$ cat config.mk
export PLATFORM = sky130hd
export DESIGN_NAME = tdm_demux8_flat
export DESIGN_NICKNAME = d
export VERILOG_FILES = /design/src/rtl/tdm_demux8_if.sv /design/src/rtl/tdm_demux8.sv /design/src/flat_wrapper.sv
export SDC_FILE = /design/constraint.sdc
export NUM_CORES = 1
export LEC_CHECK = 0
export CELL_PAD_IN_SITES_DETAIL_PLACEMENT = 2
export CELL_PAD_IN_SITES_GLOBAL_PLACEMENT = 2
export CORE_MARGIN = 8
export CORE_UTILIZATION = 32
export DETAILED_ROUTE_END_ITERATION = 8
export PLACE_DENSITY_LB_ADDON = 0.1
export SYNTH_ARGS = -nofsm -noshare
export SYNTH_HDL_FRONTEND = slang
export SYNTH_SLANG_ARGS = --single-unit
$ cat constraint.sdc
create_clock -name clk -period 2.86 [get_ports clk]
set_input_delay 0.572 -clock clk [delete_from_list [all_inputs] [get_ports clk]]
set_output_delay 0.572 -clock clk [all_outputs]
set_load 0.01 [all_outputs]
$ cat src/rtl/tdm_demux8_if.sv
//------------------------------------------------------------------------------
// Module  : tdm_demux8_if
// Brief   : Serial-in / parallel-out bundle for the TDM demultiplexer.
// Rev     : 1.0  initial release
//------------------------------------------------------------------------------
`default_nettype none

interface tdm_demux8_if #(
    parameter int NCH   = 8,
    parameter int CNT_W = 8
);
    logic             din;
    logic             din_valid;
    logic             fs;
    logic [NCH-1:0]   y;
    logic             frame_valid;
    logic             locked;
    logic             sync_err;
    logic             par_err;
    logic [CNT_W-1:0] frame_cnt;

    modport master (
        output din, din_valid, fs,
        input  y, frame_valid, locked, sync_err, par_err, frame_cnt
    );

    modport slave (
        input  din, din_valid, fs,
        output y, frame_valid, locked, sync_err, par_err, frame_cnt
    );
endinterface

`default_nettype wire

$ cat src/rtl/tdm_demux8.sv
//------------------------------------------------------------------------------
// Module  : tdm_demux8
// Brief   : Frame-synced serial-to-parallel TDM demux with lock/error status.
//           Define TDM_DEMUX_PARITY_EN to append an even-parity slot per frame.
// Rev     : 1.0  initial release
//------------------------------------------------------------------------------
`default_nettype none

module tdm_demux8 #(
    parameter int NCH   = 8,
    parameter int SEL_W = 3,
    parameter int CNT_W = 8
) (
    input  wire logic       clk,
    input  wire logic       rst_n,
    tdm_demux8_if.slave     bus
);

`ifdef TDM_DEMUX_PARITY_EN
    localparam int c_flen = NCH + 1;
`else
    localparam int c_flen = NCH;
`endif
    // Widened if needed so the parity slot index always fits.
    localparam int c_slot_w = (SEL_W > $clog2(c_flen)) ? SEL_W : $clog2(c_flen);
    localparam logic [c_slot_w-1:0] c_last = c_slot_w'(c_flen - 1);

    typedef enum logic [0:0] {
        HUNT = 1'b0,
        RECV = 1'b1
    } state_t;

    state_t              r_state,  w_state_nxt;
    logic [c_slot_w-1:0] r_slot,   w_slot_nxt;
    logic [NCH-1:0]      r_shadow, w_shadow_nxt;
    logic [NCH-1:0]      r_y,      w_y_nxt;
    logic                r_frame_valid, w_frame_valid_nxt;
    logic                r_locked,      w_locked_nxt;
    logic                r_sync_err,    w_sync_err_nxt;
    logic                r_par_err,     w_par_err_nxt;
    logic [CNT_W-1:0]    r_frame_cnt,   w_frame_cnt_nxt;

    always_ff @(posedge clk or negedge rst_n) begin
        if (!rst_n) begin
            r_state       <= HUNT;
            r_slot        <= '0;
            r_shadow      <= '0;
            r_y           <= '0;
            r_frame_valid <= 1'b0;
            r_locked      <= 1'b0;
            r_sync_err    <= 1'b0;
            r_par_err     <= 1'b0;
            r_frame_cnt   <= '0;
        end else begin
            r_state       <= w_state_nxt;
            r_slot        <= w_slot_nxt;
            r_shadow      <= w_shadow_nxt;
            r_y           <= w_y_nxt;
            r_frame_valid <= w_frame_valid_nxt;
            r_locked      <= w_locked_nxt;
            r_sync_err    <= w_sync_err_nxt;
            r_par_err     <= w_par_err_nxt;
            r_frame_cnt   <= w_frame_cnt_nxt;
        end
    end

    always_comb begin
        w_state_nxt       = r_state;
        w_slot_nxt        = r_slot;
        w_shadow_nxt      = r_shadow;
        w_y_nxt           = r_y;
        w_frame_valid_nxt = 1'b0;
        w_locked_nxt      = r_locked;
        w_sync_err_nxt    = 1'b0;
        w_par_err_nxt     = 1'b0;
        w_frame_cnt_nxt   = r_frame_cnt;

        if (bus.din_valid) begin
            case (r_state)
                HUNT: begin
                    if (bus.fs) begin
                        w_shadow_nxt    = '0;
                        w_shadow_nxt[0] = bus.din;
                        w_slot_nxt      = c_slot_w'(1);
                        w_state_nxt     = RECV;
                    end
                end
                default: begin
                    if (r_slot == '0) begin
                        if (bus.fs) begin
                            w_shadow_nxt    = '0;
                            w_shadow_nxt[0] = bus.din;
                            w_slot_nxt      = c_slot_w'(1);
                        end else begin
                            w_sync_err_nxt = 1'b1;
                            w_locked_nxt   = 1'b0;
                            w_slot_nxt     = '0;
                            w_state_nxt    = HUNT;
                        end
                    end else if (bus.fs) begin
                        // Premature sync restarts the frame on this very beat.
                        w_sync_err_nxt  = 1'b1;
                        w_locked_nxt    = 1'b0;
                        w_shadow_nxt    = '0;
                        w_shadow_nxt[0] = bus.din;
                        w_slot_nxt      = c_slot_w'(1);
                    end else if (r_slot == c_last) begin
                        w_slot_nxt = '0;
`ifdef TDM_DEMUX_PARITY_EN
                        if (^{r_shadow, bus.din} == 1'b0) begin
                            w_y_nxt           = r_shadow;
                            w_frame_valid_nxt = 1'b1;
                            w_frame_cnt_nxt   = r_frame_cnt + 1'b1;
                            w_locked_nxt      = 1'b1;
                        end else begin
                            w_par_err_nxt = 1'b1;
                        end
`else
                        w_y_nxt           = {bus.din, r_shadow[NCH-2:0]};
                        w_frame_valid_nxt = 1'b1;
                        w_frame_cnt_nxt   = r_frame_cnt + 1'b1;
                        w_locked_nxt      = 1'b1;
`endif
                    end else begin
                        for (int k = 0; k < NCH; k++) begin
                            if (r_slot == c_slot_w'(k)) begin
                                w_shadow_nxt[k] = bus.din;
                            end
                        end
                        w_slot_nxt = r_slot + 1'b1;
                    end
                end
            endcase
        end
    end

    assign bus.y           = r_y;
    assign bus.frame_valid = r_frame_valid;
    assign bus.locked      = r_locked;
    assign bus.sync_err    = r_sync_err;
    assign bus.frame_cnt   = r_frame_cnt;
`ifdef TDM_DEMUX_PARITY_EN
    assign bus.par_err     = r_par_err;
`else
    assign bus.par_err     = 1'b0;
`endif

endmodule

`default_nettype wire

$ cat src/flat_wrapper.sv
// flat-port wrapper written by rule: the top's interface ports become plain ports
module tdm_demux8_flat 
#(
    parameter int NCH   = 8,
    parameter int SEL_W = 3,
    parameter int CNT_W = 8
)
  (clk, rst_n, bus_din, bus_din_valid, bus_fs, bus_y, bus_frame_valid, bus_locked, bus_sync_err, bus_par_err, bus_frame_cnt);
  tdm_demux8_if #(.NCH(NCH), .CNT_W(CNT_W)) bus_i ();
  input  wire logic clk;
  input  wire logic rst_n;
  input wire logic [$bits(bus_i.din)-1:0] bus_din;
  input wire logic [$bits(bus_i.din_valid)-1:0] bus_din_valid;
  input wire logic [$bits(bus_i.fs)-1:0] bus_fs;
  output wire logic [$bits(bus_i.y)-1:0] bus_y;
  output wire logic [$bits(bus_i.frame_valid)-1:0] bus_frame_valid;
  output wire logic [$bits(bus_i.locked)-1:0] bus_locked;
  output wire logic [$bits(bus_i.sync_err)-1:0] bus_sync_err;
  output wire logic [$bits(bus_i.par_err)-1:0] bus_par_err;
  output wire logic [$bits(bus_i.frame_cnt)-1:0] bus_frame_cnt;
  assign bus_i.din = bus_din;
  assign bus_i.din_valid = bus_din_valid;
  assign bus_i.fs = bus_fs;
  assign bus_y = bus_i.y;
  assign bus_frame_valid = bus_i.frame_valid;
  assign bus_locked = bus_i.locked;
  assign bus_sync_err = bus_i.sync_err;
  assign bus_par_err = bus_i.par_err;
  assign bus_frame_cnt = bus_i.frame_cnt;
  tdm_demux8 #(.NCH(NCH), .SEL_W(SEL_W), .CNT_W(CNT_W)) u_core (.clk(clk), .rst_n(rst_n), .bus(bus_i));
endmodule
After elaboration in Yosys (flattened, before gate mapping):

Index checks and enable logic that the tools add are counted.
Widths: inputs -> output; s select.

* output and inout bits: 20
* flip-flop bits (word level): 31
* word-level logic and storage cells: 80

* equal/unequal tests: 16
* reductions and logical operators: 13
* muxes and demuxes: 33
* add/subtract/negate cells: 2
* bitwise logic cells: 2

Operators with widths (number)
* $mux 8: 4
* $ne 4x4->1 const B: 7
* $mux 1: 23
* $reduce_and 3->1: 6
* $mux 3: 5
* $eq 3x3->1 const B: 4
* $add 8x1->8 const B: 1
* $mux 7: 1
* $eq 3x2->1 const B: 2
* $reduce_and 5->1: 1
* $reduce_and 2->1: 2
* $reduce_and 4->1: 1
* $add 3x1->3 const B: 1
* $eq 3x1->1 const B: 1
* $logic_not 3->1: 1
* $ne 3x3->1 const B: 1
* $reduce_bool 3->1: 1
* $ne 2x2->1 const B: 1
* $not 1->1: 2
* $reduce_bool 2->1: 1

Depth between registers and ports, before layout:

Gate-level depths: netlist of the first run.

* word-level depth: 6
* depth in mapped cells: 9
* gate-level depth less buffers: 9

Worst setup path after synthesis of the first run:

OpenSTA, ideal clock, no wires.

* path kind: register -> register
* start: register u_core.r_slot[0]
* end: register u_core.r_locked (netlist: u_core.bus.locked)
* library setup time: 0.125 ns
* path slack: 0.844 ns
* data arrival time: 1.892 ns
* cell stages (with the launch flop): 8
* buffers on the path: 0
* path through: dfrtp_1 > inv_1 > ha_1 > nor2b_2 > inv_1 > ha_1 > a221oi_1 > mux2_2

* cells in the longest elaborated chain, start to end: 3
* elaborated cells on any way between the ends: 6
* those cells by class: 2 x eq/ne; 1 x mux; 3 x reduce/logical

Ends and longest elaborated chain
* start, declared: RTL line tdm_demux8.sv:34 `logic [c_slot_w-1:0] r_slot, w_slot_nxt;`
* start signal, assigned: RTL line tdm_demux8.sv:56 `r_slot <= w_slot_nxt;`
* $eq 3x3->1 or $logic_not 3->1 (tied branches): RTL line tdm_demux8.sv:107, tdm_demux8.sv:89
* $reduce_bool 3->1 (no source line) or $ne 2x2->1 (tied branches)
* $reduce_and 4->1 (no source line)
* end signal, assigned: RTL line tdm_demux8.sv:60 `r_locked <= w_locked_nxt;`
* end, declared: RTL line tdm_demux8.sv:38 `logic r_locked, w_locked_nxt;`

Parallel ways exist; a longest one is shown, timed or not.
A chain may end at the register's enable or synchronous reset.

Worst setup path after layout of the first run:

* start: register u_core.r_slot[0]
* end: register u_core.r_frame_cnt[7] (netlist: u_core.bus.frame_cnt[7])

* cells in the longest elaborated chain, start to end: 3
* elaborated cells on any way between the ends: 4
* those cells by class: 1 x eq/ne; 1 x bitwise; 2 x reduce/logical

Ends and longest elaborated chain
* $logic_not 3->1: RTL line tdm_demux8.sv:89 `if (r_slot == '0) begin`
* $not 1->1 (no source line)
* $reduce_and 5->1 (no source line) *
* end signal, assigned: RTL line tdm_demux8.sv:63 `r_frame_cnt <= w_frame_cnt_nxt;`
* end, declared: RTL line tdm_demux8.sv:41 `logic [CNT_W-1:0] r_frame_cnt, w_frame_cnt_nxt;`

Every way passes the cells marked *; elsewhere a longest branch is shown, timed or not.

==> run metrics, run 1 <==
layout cells sized above 1 9.73%; drt via density 5.01; switching share of power between 30% and 40%; min-delay src u_core.bus.y[6]; placed cell area 0.00181 mm2; critical path type reg -> reg; Fin Hold WS 0.484 ns; most common cell in the netlist nand2_1; die width 85.1 um; Util after Layout 41.2%; fin cells 239; area leader, netlist dfrtp_1; vias in the first global route 1430; grt ovf 0; total power 1.48 mW; Worst-Margin Slew 0.633 ns; Synthesis Warnings 0; Post-CTS Hold Fix Bufs 0; htree depth 2; unrepaired setup endpoints after global routing no; sequential fraction of the synthesis area 49.2%; logic gate share of total power 30.3%; DRT antenna net count 0; asr flop ratio synth 100%; Slew headroom around 58%; Max Slew Vio Count 0; Site Rows 25; Sum Neg Setup Slack 0 ns; peak supply drop approximately 0.00047 V; P&R area growth vs syn 25.8%; status completed; Reg power frac 40.7%; crit path DAT 2.71 ns; initial antenna violation count 0; maxcap violations 0; clk buf depth 2; DRT Pass-1 Iters 4; CP startpoint kind flip-flop; Routed WL per cell 17.4 um; Area contributors post-synth dfrtp_1, nand2_1, ha_1, o21ai_0, xnor2_1; worst r2r src u_core.r_slot[0]; syn_nets 172; CTS clock-pin slew for the worst setup and hold paths 0.07 ns; # diodes 0; I/O pins 25; vias 1197; clock skew between 0.009 and 0.01 ns; Yosys reg bits 30; count of flip-flops with a built-in enable after synthesis 0; first-pass GRT wire length about 7200 um; Starting Density approximately a third; synthesized area per cell 9.72 um2; RePlAce Congestion 0.759; post-CTS sizing 0; period utilization about nine tenths; switching pwr 0.512 mW; Critical Path End Type flip-flop; dpl hpwl 2930 um; Syn Inst Count about 160; Die Area 0.00724 mm2; Fillers 507; post-route cell area 0.00192 mm2; Data required, critical path 3.05 ns; Int Pwr 0.970 mW; TritonCTS Buffers 5; Power per Cell Area 772 mW/mm2; dpl ws about 0.38 ns; synth cell count leaders nand2_1, dfrtp_1, ha_1, inv_1, o21ai_0; Distinct cells, synth 38; top cell type's share of synthesized area just under 50%; Nets 199; Die Y 85.1 um; GRT Util Overall 12.7%; mapped cell area around 0.0015 mm2; Crit. Startpoint u_core.r_slot[0]; Setup-failing EPs final 0; Cells after DPL 231; Worst Hold Class reg -> reg; drt drc 0; Hold Vio Cnt, Final 0; Final Worst Setup Slack 0.343 ns; Clock power frac 29.0%; clk sinks 30; worst-path fanout max 14; I/O Buffers 23; largest net degree at the start of global routing 31; routed wire length 4150 um; Setup Buffers After CTS 0; Worst-Skew Late Latency 0.29 ns; Root Buffer clkbuf_8; core area roughly 0.0047 mm2; static leakage approximately 0.91 nW; Max Freq between 300 and 400 MHz; CTS tree yes; post-layout minimum cycle time 2.52 ns; Most used DFF post-synth dfrtp_1; initial DRC count 25
[flip-flops by register name, indices dropped and copies added, names as in the netlist]
name                    cells
u_core.bus.frame_cnt        8
u_core.r_shadow             7
u_core.bus.locked           1
u_core.r_state              1
u_core.bus.frame_valid      1
u_core.r_slot               3
u_core.bus.sync_err         1
u_core.bus.y                8
[worst max-delay path, cell delays in order, from the launching register on]
cell	delay, ns
dfrtp_1	0.44
inv_1	0.11
ha_1	0.26
nor2b_2	0.20
inv_1	0.19
ha_1	0.30
nand4_4	0.25
nor3_2	0.32
nand3_1	0.14
xnor2_1	0.22
[cells by family after synthesis]
logic type | synth area share [%]
AO/OA/AOI/OAI | 11.2
XOR/XNOR | 4.02
flip-flops | 49.2
other | 0.246
adder cells (fa/ha/maj) | 8.20
multiplexers | 0.738
AND/OR/NAND/NOR | 21.4
buffers and inverters | 5.00
[placed cells by master, fill, tap and decap left out, drive strengths merged]
master         count
nor3               2
nand4b             1
nor4bb             1
clkinv             2
xor2               3
nand4              4
and4               2
dfrtp             30
and3               1
a22o               1
buf                4
bufinv             1
and2               1
conb               1
o21ai             10
nor2b              1
o22a               2
nor2               2
mux2               1
nor3b              2
or3                1
o22ai              3
and2b              1
ha                10
a21oi              4
a31oi              5
nand3              4
clkbuf             5
a211oi             1
a221oi             1
o2bb2ai            1
nand2             41
xnor2              4
clkdlybuf4s50     23
inv                9
[power groups by stage]
stage | Clock [mW] | Sequential [mW] | Combinational [mW]
final | 0.430 | 0.603 | 0.449
after global routing | 0.456 | 0.621 | 0.515
after CTS | 0.440 | 0.603 | 0.457
after detailed placement | 0 | 0.610 | 0.450
after global placement | 0 | 0.601 | 0.439
after floorplan | 0 | 0.582 | 0.306
[path summary, 6_finish.rpt]
path | to | slack (ns) | cells past startpoint
setup / recovery | u_core.bus.frame_cnt[7] | 0.34 | 9
hold / removal | u_core.bus.y[6] | 0.48 | 2
setup reg to reg | u_core.bus.frame_cnt[7] | 0.34 | 9
hold reg to reg | u_core.bus.y[6] | 0.48 | 2
max in group asynchronous | u_core.r_slot[0] | 1.89 | 2
min in group asynchronous | u_core.bus.frame_cnt[4] | 0.68 | 2
[routing by layer]
| metal | routed length (um) | up-vias | GRT usage [%] |
|---|---|---|---|
| li1 | - | 582 | - |
| met1 | 1840 | 588 | 14.4 |
| met2 | 2060 | 21 | 21.7 |
| met3 | 190 | 6 | 3.57 |
| met4 | 55 | 0 | 5.34 |
| met5 | 0 | - | 0 |
[layout make-up]
class	instances	area, um2	area share (%)
Clock buffer	5	68.8	3.58
Clock inverter	3	40.0	2.08
Inverter	9	33.8	1.76
Multi-Input combinational cell	111	699	36.4
Sequential cell	30	751	39.1
Tap cell	54	67.6	3.52
Timing Repair Buffer	27	260	13.6
Power figures use the tool's default switching activity.
==> run 2: changes to the inputs <==
--- a/config.mk
+++ b/config.mk
@@ -5,10 +5,12 @@
 export SDC_FILE = /design/constraint.sdc
 export NUM_CORES = 1
 export LEC_CHECK = 0
+export CAP_MARGIN = 20
 export CELL_PAD_IN_SITES_DETAIL_PLACEMENT = 2
 export CELL_PAD_IN_SITES_GLOBAL_PLACEMENT = 2
 export CORE_MARGIN = 8
-export CORE_UTILIZATION = 32
+export CORE_UTILIZATION = 34
+export CTS_BUF_LIST = sky130_fd_sc_hd__clkbuf_4 sky130_fd_sc_hd__clkbuf_8
 export DETAILED_ROUTE_END_ITERATION = 8
 export PLACE_DENSITY_LB_ADDON = 0.1
 export SYNTH_ARGS = -nofsm -noshare
==> run 2 against run 1 <==
Against the previous run: clock-buffer cell count up 2; core utilization up 2.4 points; register-to-register slack better by 0.05 ns; global-route usage down 0.10 points; sequential power about the same; cell area down 1.2%; sequential cell count unchanged; clock skew down 0.0060 ns; cell count down 1.3%; power down 4.5%; wire length down 2.2%; highest routed layer unchanged; largest power group unchanged; critical endpoint unchanged; sequential share of layout area up 0.49 points.
==> run metrics, run 2 (synthesis gave the netlist of run 1 again) <==
Critical Path End Type flip-flop; drt drc 0; P&R area growth vs syn 24.3%; Hold Vio Cnt, Final 0; Max Freq 406 MHz; Power per Cell Area 746 mW/mm2; worst r2r src u_core.r_slot[0]; critical path type reg -> reg; logic gate share of total power 32.1%; Hold Path Sink u_core.bus.y[5]; first-pass GRT wire length 7210 um; R2R setup slack slightly below 0.4 ns; Max Slew Vio Count 0; I/O pins 25; Die Y just over 80 um; die width ~83 um; clock skew 0.00345 ns; clk sinks 30; Nets 198; Cells on Worst Hold Path 2; drt via density 5.20; layout cells sized above 1 9.24%; initial antenna violation count 0; Worst Hold Class reg -> reg; unrepaired setup endpoints after global routing no; Worst-Skew Late Latency 0.28 ns; I/O Buffers 23; DRT antenna net count 0; min-delay src u_core.r_shadow[5]; CTS tree yes; initial DRC count 26; Slew headroom between 50% and 60%; TritonCTS Buffers 5; period utilization 86.2%; # diodes 0; Setup-failing EPs final 0; switching share of power 35.1%; routed wire length 4060 um; status completed; maxcap violations 0; reg2reg end u_core.bus.frame_cnt[7]; commonest non-fill, non-tap cell in the layout nand2_1; core area 0.00435 mm2; static leakage 0.898 nW; r2r worst-path depth 9; dpl hpwl roughly 3100 um; Die Area 0.00689 mm2; Starting Density around a third; Post-CTS Hold Fix Bufs 0; crit path DAT 2.63 ns; switching pwr 0.496 mW; worst-path fanout max 14; Reg power frac 42.4%; vias in the first global route 1376; htree depth 2; most frequent cells in the layout nand2_1, dfrtp_1, clkdlybuf4s50_1, ha_1, inv_1; Util after Layout 43.6%; CP startpoint kind flip-flop; Site Rows 24; total power about 1.4 mW; clk buf depth 2; Routed WL per cell 17.2 um; largest net degree at the start of global routing 31; Data required, critical path 3.02 ns; post-layout minimum cycle time 2.47 ns; Sum Neg Setup Slack 0 ns; peak supply drop between 0.0003 and 0.0004 V; CTS clock-pin slew for the worst setup and hold paths 0.06 ns; post-CTS sizing 0; RePlAce Congestion between 0.7 and 0.8; vias 1227; Int Pwr 0.919 mW; DRT Pass-1 Iters 4; Worst-Margin Slew just over 0.6 ns; Clock power frac 25.5%; Root Buffer clkbuf_8; grt ovf 0; GRT Util Overall 12.6%; Setup Buffers After CTS 0
==> run 2: how the worst max path moves through the flow <==
stage / start / endpoint / slack (ns) / depth (start not counted)
global route: u_core.r_slot[0] / u_core.bus.frame_cnt[7] / 0.16 / 9
finish: u_core.r_slot[0] / u_core.bus.frame_cnt[7] / 0.39 / 9
global placement: u_core.r_slot[0] / u_core.bus.frame_cnt[7] / 0.57 / 9
floorplan: u_core.r_slot[0] / u_core.bus.locked / 0.84 / 7
CTS: u_core.r_slot[0] / u_core.bus.frame_cnt[7] / 0.35 / 9
detailed placement: u_core.r_slot[0] / u_core.bus.frame_cnt[7] / 0.37 / 9
==> run 2: worst max-delay path: stages (launching register included) <==
cell and delay [ns]:
dfrtp_1 0.44, inv_1 0.10, ha_1 0.27, nor2b_2 0.20
inv_1 0.21, ha_1 0.30, nand4_4 0.24, nor3_2 0.32
nand3_1 0.13, xnor2_1 0.14
==> run 2: layer usage <==
metal / vias to the layer above / GRT usage, % / wire [um] / part of all wire, %
met4: 0 / 4.31 / 38 / 0.94
met3: 4 / 3.61 / 175 / 4.3
met1: 619 / 15.0 / 1880 / 46
li1: 583 / - / - / -
met2: 21 / 21.0 / 1970 / 48
met5: - / 0 / 0 / 0
==> run 2: layout make-up <==
cell class	count	area [um2]
fillers	487	2460
inverters	9	33.8
clock inverters	1	5.00
well taps	52	65.1
clock buffers	7	90.1
repair buffers	26	253
flip-flops and latches	30	751
multi-input cells	111	699
==> run 2: stage by stage <==
stage	setup WS (ns)	instance area, um2	hold WS [ns]	std cells
2_1_floorplan	0.844	1530	0.276	157
3_3_place_gp	0.569	1800	0.459	228
3_5_place_dp	0.370	1800	0.469	228
4_1_cts	0.347	1900	0.485	236
5_1_grt	0.156	1900	0.515	236
6_report	0.395	1900	0.471	236
==> run 2: power groups by stage <==
stage          Combinational, mW  Clock [mW]  Sequential [mW]
3_5_place_dp               0.459           0            0.610
5_1_grt                    0.517       0.399            0.619
6_report                   0.455       0.361            0.600
4_1_cts                    0.464       0.379            0.602
2_1_floorplan              0.306           0            0.582
3_3_place_gp               0.437           0            0.601
==> run 3: changes to the inputs <==
--- a/config.mk
+++ b/config.mk
@@ -8,11 +8,11 @@
 export CAP_MARGIN = 20
 export CELL_PAD_IN_SITES_DETAIL_PLACEMENT = 2
 export CELL_PAD_IN_SITES_GLOBAL_PLACEMENT = 2
-export CORE_MARGIN = 8
 export CORE_UTILIZATION = 34
 export CTS_BUF_LIST = sky130_fd_sc_hd__clkbuf_4 sky130_fd_sc_hd__clkbuf_8
 export DETAILED_ROUTE_END_ITERATION = 8
 export PLACE_DENSITY_LB_ADDON = 0.1
+export SLEW_MARGIN = 10
 export SYNTH_ARGS = -nofsm -noshare
 export SYNTH_HDL_FRONTEND = slang
 export SYNTH_SLANG_ARGS = --single-unit
==> run 3 against run 2 <==
Against the previous run: cell count grew 0.42%; highest routed layer unchanged; hold slack better by 0.0040 ns; clock-buffer cell count unchanged; die area fell by 31%; register-to-register slack improved by 0.02 ns; critical path type unchanged; sequential power barely moved; setup slack better by 0.019 ns; first-iteration DRC count grew 42%; cell area rose by 0.40%; largest cell class unchanged; sequential cell count unchanged.
==> run metrics, run 3 (synthesis gave the netlist of run 1 again) <==
status completed; CP startpoint kind flip-flop; placed cell area 0.00181 mm2; crit path DAT 2.61 ns; period utilization 85.5%; post-layout minimum cycle time 2.45 ns; largest net degree at the start of global routing 31; vias between 1000 and 1500; Routed WL per cell around 16 um; Sum Neg Setup Slack 0 ns; FF/Latch Area 751 um2; Worst-Skew Late Latency roughly 0.28 ns; Final Worst Setup Slack 0.414 ns; Fillers 478; drt via density 5.19; Die Area 0.00476 mm2; Hold Vio Cnt, Final 0; I/O Buffers 23; routed wire length 3820 um; layout cells sized above 1 just under 10%; clock skew 0.00430 ns; Root Buffer clkbuf_8; P&R area growth vs syn 24.8%; initial DRC count 37; clk sinks 30; GRT Util Overall 17.9%; die width 69.0 um; CP cell instances inv_1, ha_1, nor2b_2, inv_1, ha_1, nand4_4, nor3_2, nand3_1, xnor2_1; worst-path fanout max 14; Worst Path Buf+Inv 2; dpl hpwl 2910 um; first-pass GRT wire length 6710 um; DRT Pass-1 Iters 4; clk buf depth 2; Critical Path End Type flip-flop; total power between 1 and 1.5 mW; Setup-failing EPs final 0; critical path type reg -> reg; grt ovf 0; commonest non-fill, non-tap cell in the layout nand2_1; drt drc 0; DRT antenna net count 0; Die Y between 60 and 70 um; htree depth 2; Setup Buffers After CTS 0; unrepaired setup endpoints after global routing no; most frequent cells in the layout nand2_1, dfrtp_1, clkdlybuf4s50_1, ha_1, inv_1; Nets approximately 200; peak supply drop 0.000506 V; I/O pins 25; Site Rows 24; RePlAce Congestion 0.767; CTS tree yes; Post-CTS Hold Fix Bufs 0; maxcap violations 0; vias in the first global route 1367; Power per Cell Area about 740 mW/mm2; core area between 0.004 and 0.005 mm2; Max Freq 409 MHz; Slew headroom about three fifths; initial antenna violation count 0; CTS clock-pin slew for the worst setup and hold paths 0.06 ns; slowest stage cell, crit path dfrtp_1; Data required, critical path 3.03 ns; post-CTS sizing 0; Worst-Margin Slew 0.579 ns; multi-input logic area between 600 and 700 um2; # diodes 0; post-route cell area 0.00190 mm2; static leakage about 0.9 nW; Worst Hold Class reg -> reg; Starting Density 35.3%; CP top delay family simple AND/OR/NAND/NOR gates; Max Slew Vio Count 0; crit-path max cell delay 0.44 ns; dpl ws 0.392 ns; TritonCTS Buffers 5
run 3: where the power goes:
part | internal [mW] | leakage (nW) | total, mW | switching [mW]
Clock | 0.203 | 0.0517 | 0.361 | 0.158
Combinational | 0.212 | 0.447 | 0.456 | 0.244
Sequential | 0.505 | 0.405 | 0.600 | 0.0953
run 3: worst reg2reg max path: cells and delay by family (launching register included):
kind | cells | cell delay (ns)
simple gates | 4 | 0.88
fa+ha+maj | 2 | 0.57
flops | 1 | 0.44
buf+inv | 2 | 0.30
xor+xnor | 1 | 0.14
run 3: per-stage QoR:
stage          cells  hold WS (ns)  utilization, %
2_1_floorplan    157         0.276               -
3_3_place_gp     229         0.456            41.8
3_5_place_dp     229         0.465            41.8
4_1_cts          237         0.478            44.0
5_1_grt          237         0.517            44.0
6_report         237         0.475            44.0
run 3: per-layer routing:
layer / track usage [%] / vias to the layer above / part of all wire (%)
li1: - / 584 / -
met1: 22.0 / 614 / 46
met2: 29.4 / 26 / 49
met3: 4.68 / 7 / 3.1
met4: 7.48 / 0 / 1.8
met5: 0 / - / 0
run 3: layout make-up:
type / count / area share (%)
Sequential cell: 30 / 39.4
Multi-Input combinational cell: 111 / 36.7
Timing Repair Buffer: 27 / 13.7
Clock buffer: 7 / 4.73
Tap cell: 52 / 3.42
Inverter: 9 / 1.77
Clock inverter: 1 / 0.263
run 3: path summary, 6_finish.rpt:
check	startpoint	endpoint	slack (ns)	cells past startpoint
max in group asynchronous	rst_n	u_core.bus.locked	1.89	2
min in group asynchronous	rst_n	u_core.bus.frame_cnt[0]	0.68	2
setup reg to reg	u_core.r_slot[0]	u_core.bus.frame_cnt[7]	0.41	9
hold / removal	u_core.bus.frame_cnt[7]	u_core.bus.frame_cnt[7]	0.48	1
setup / recovery	u_core.r_slot[0]	u_core.bus.frame_cnt[7]	0.41	9
hold reg to reg	u_core.bus.frame_cnt[7]	u_core.bus.frame_cnt[7]	0.48	1
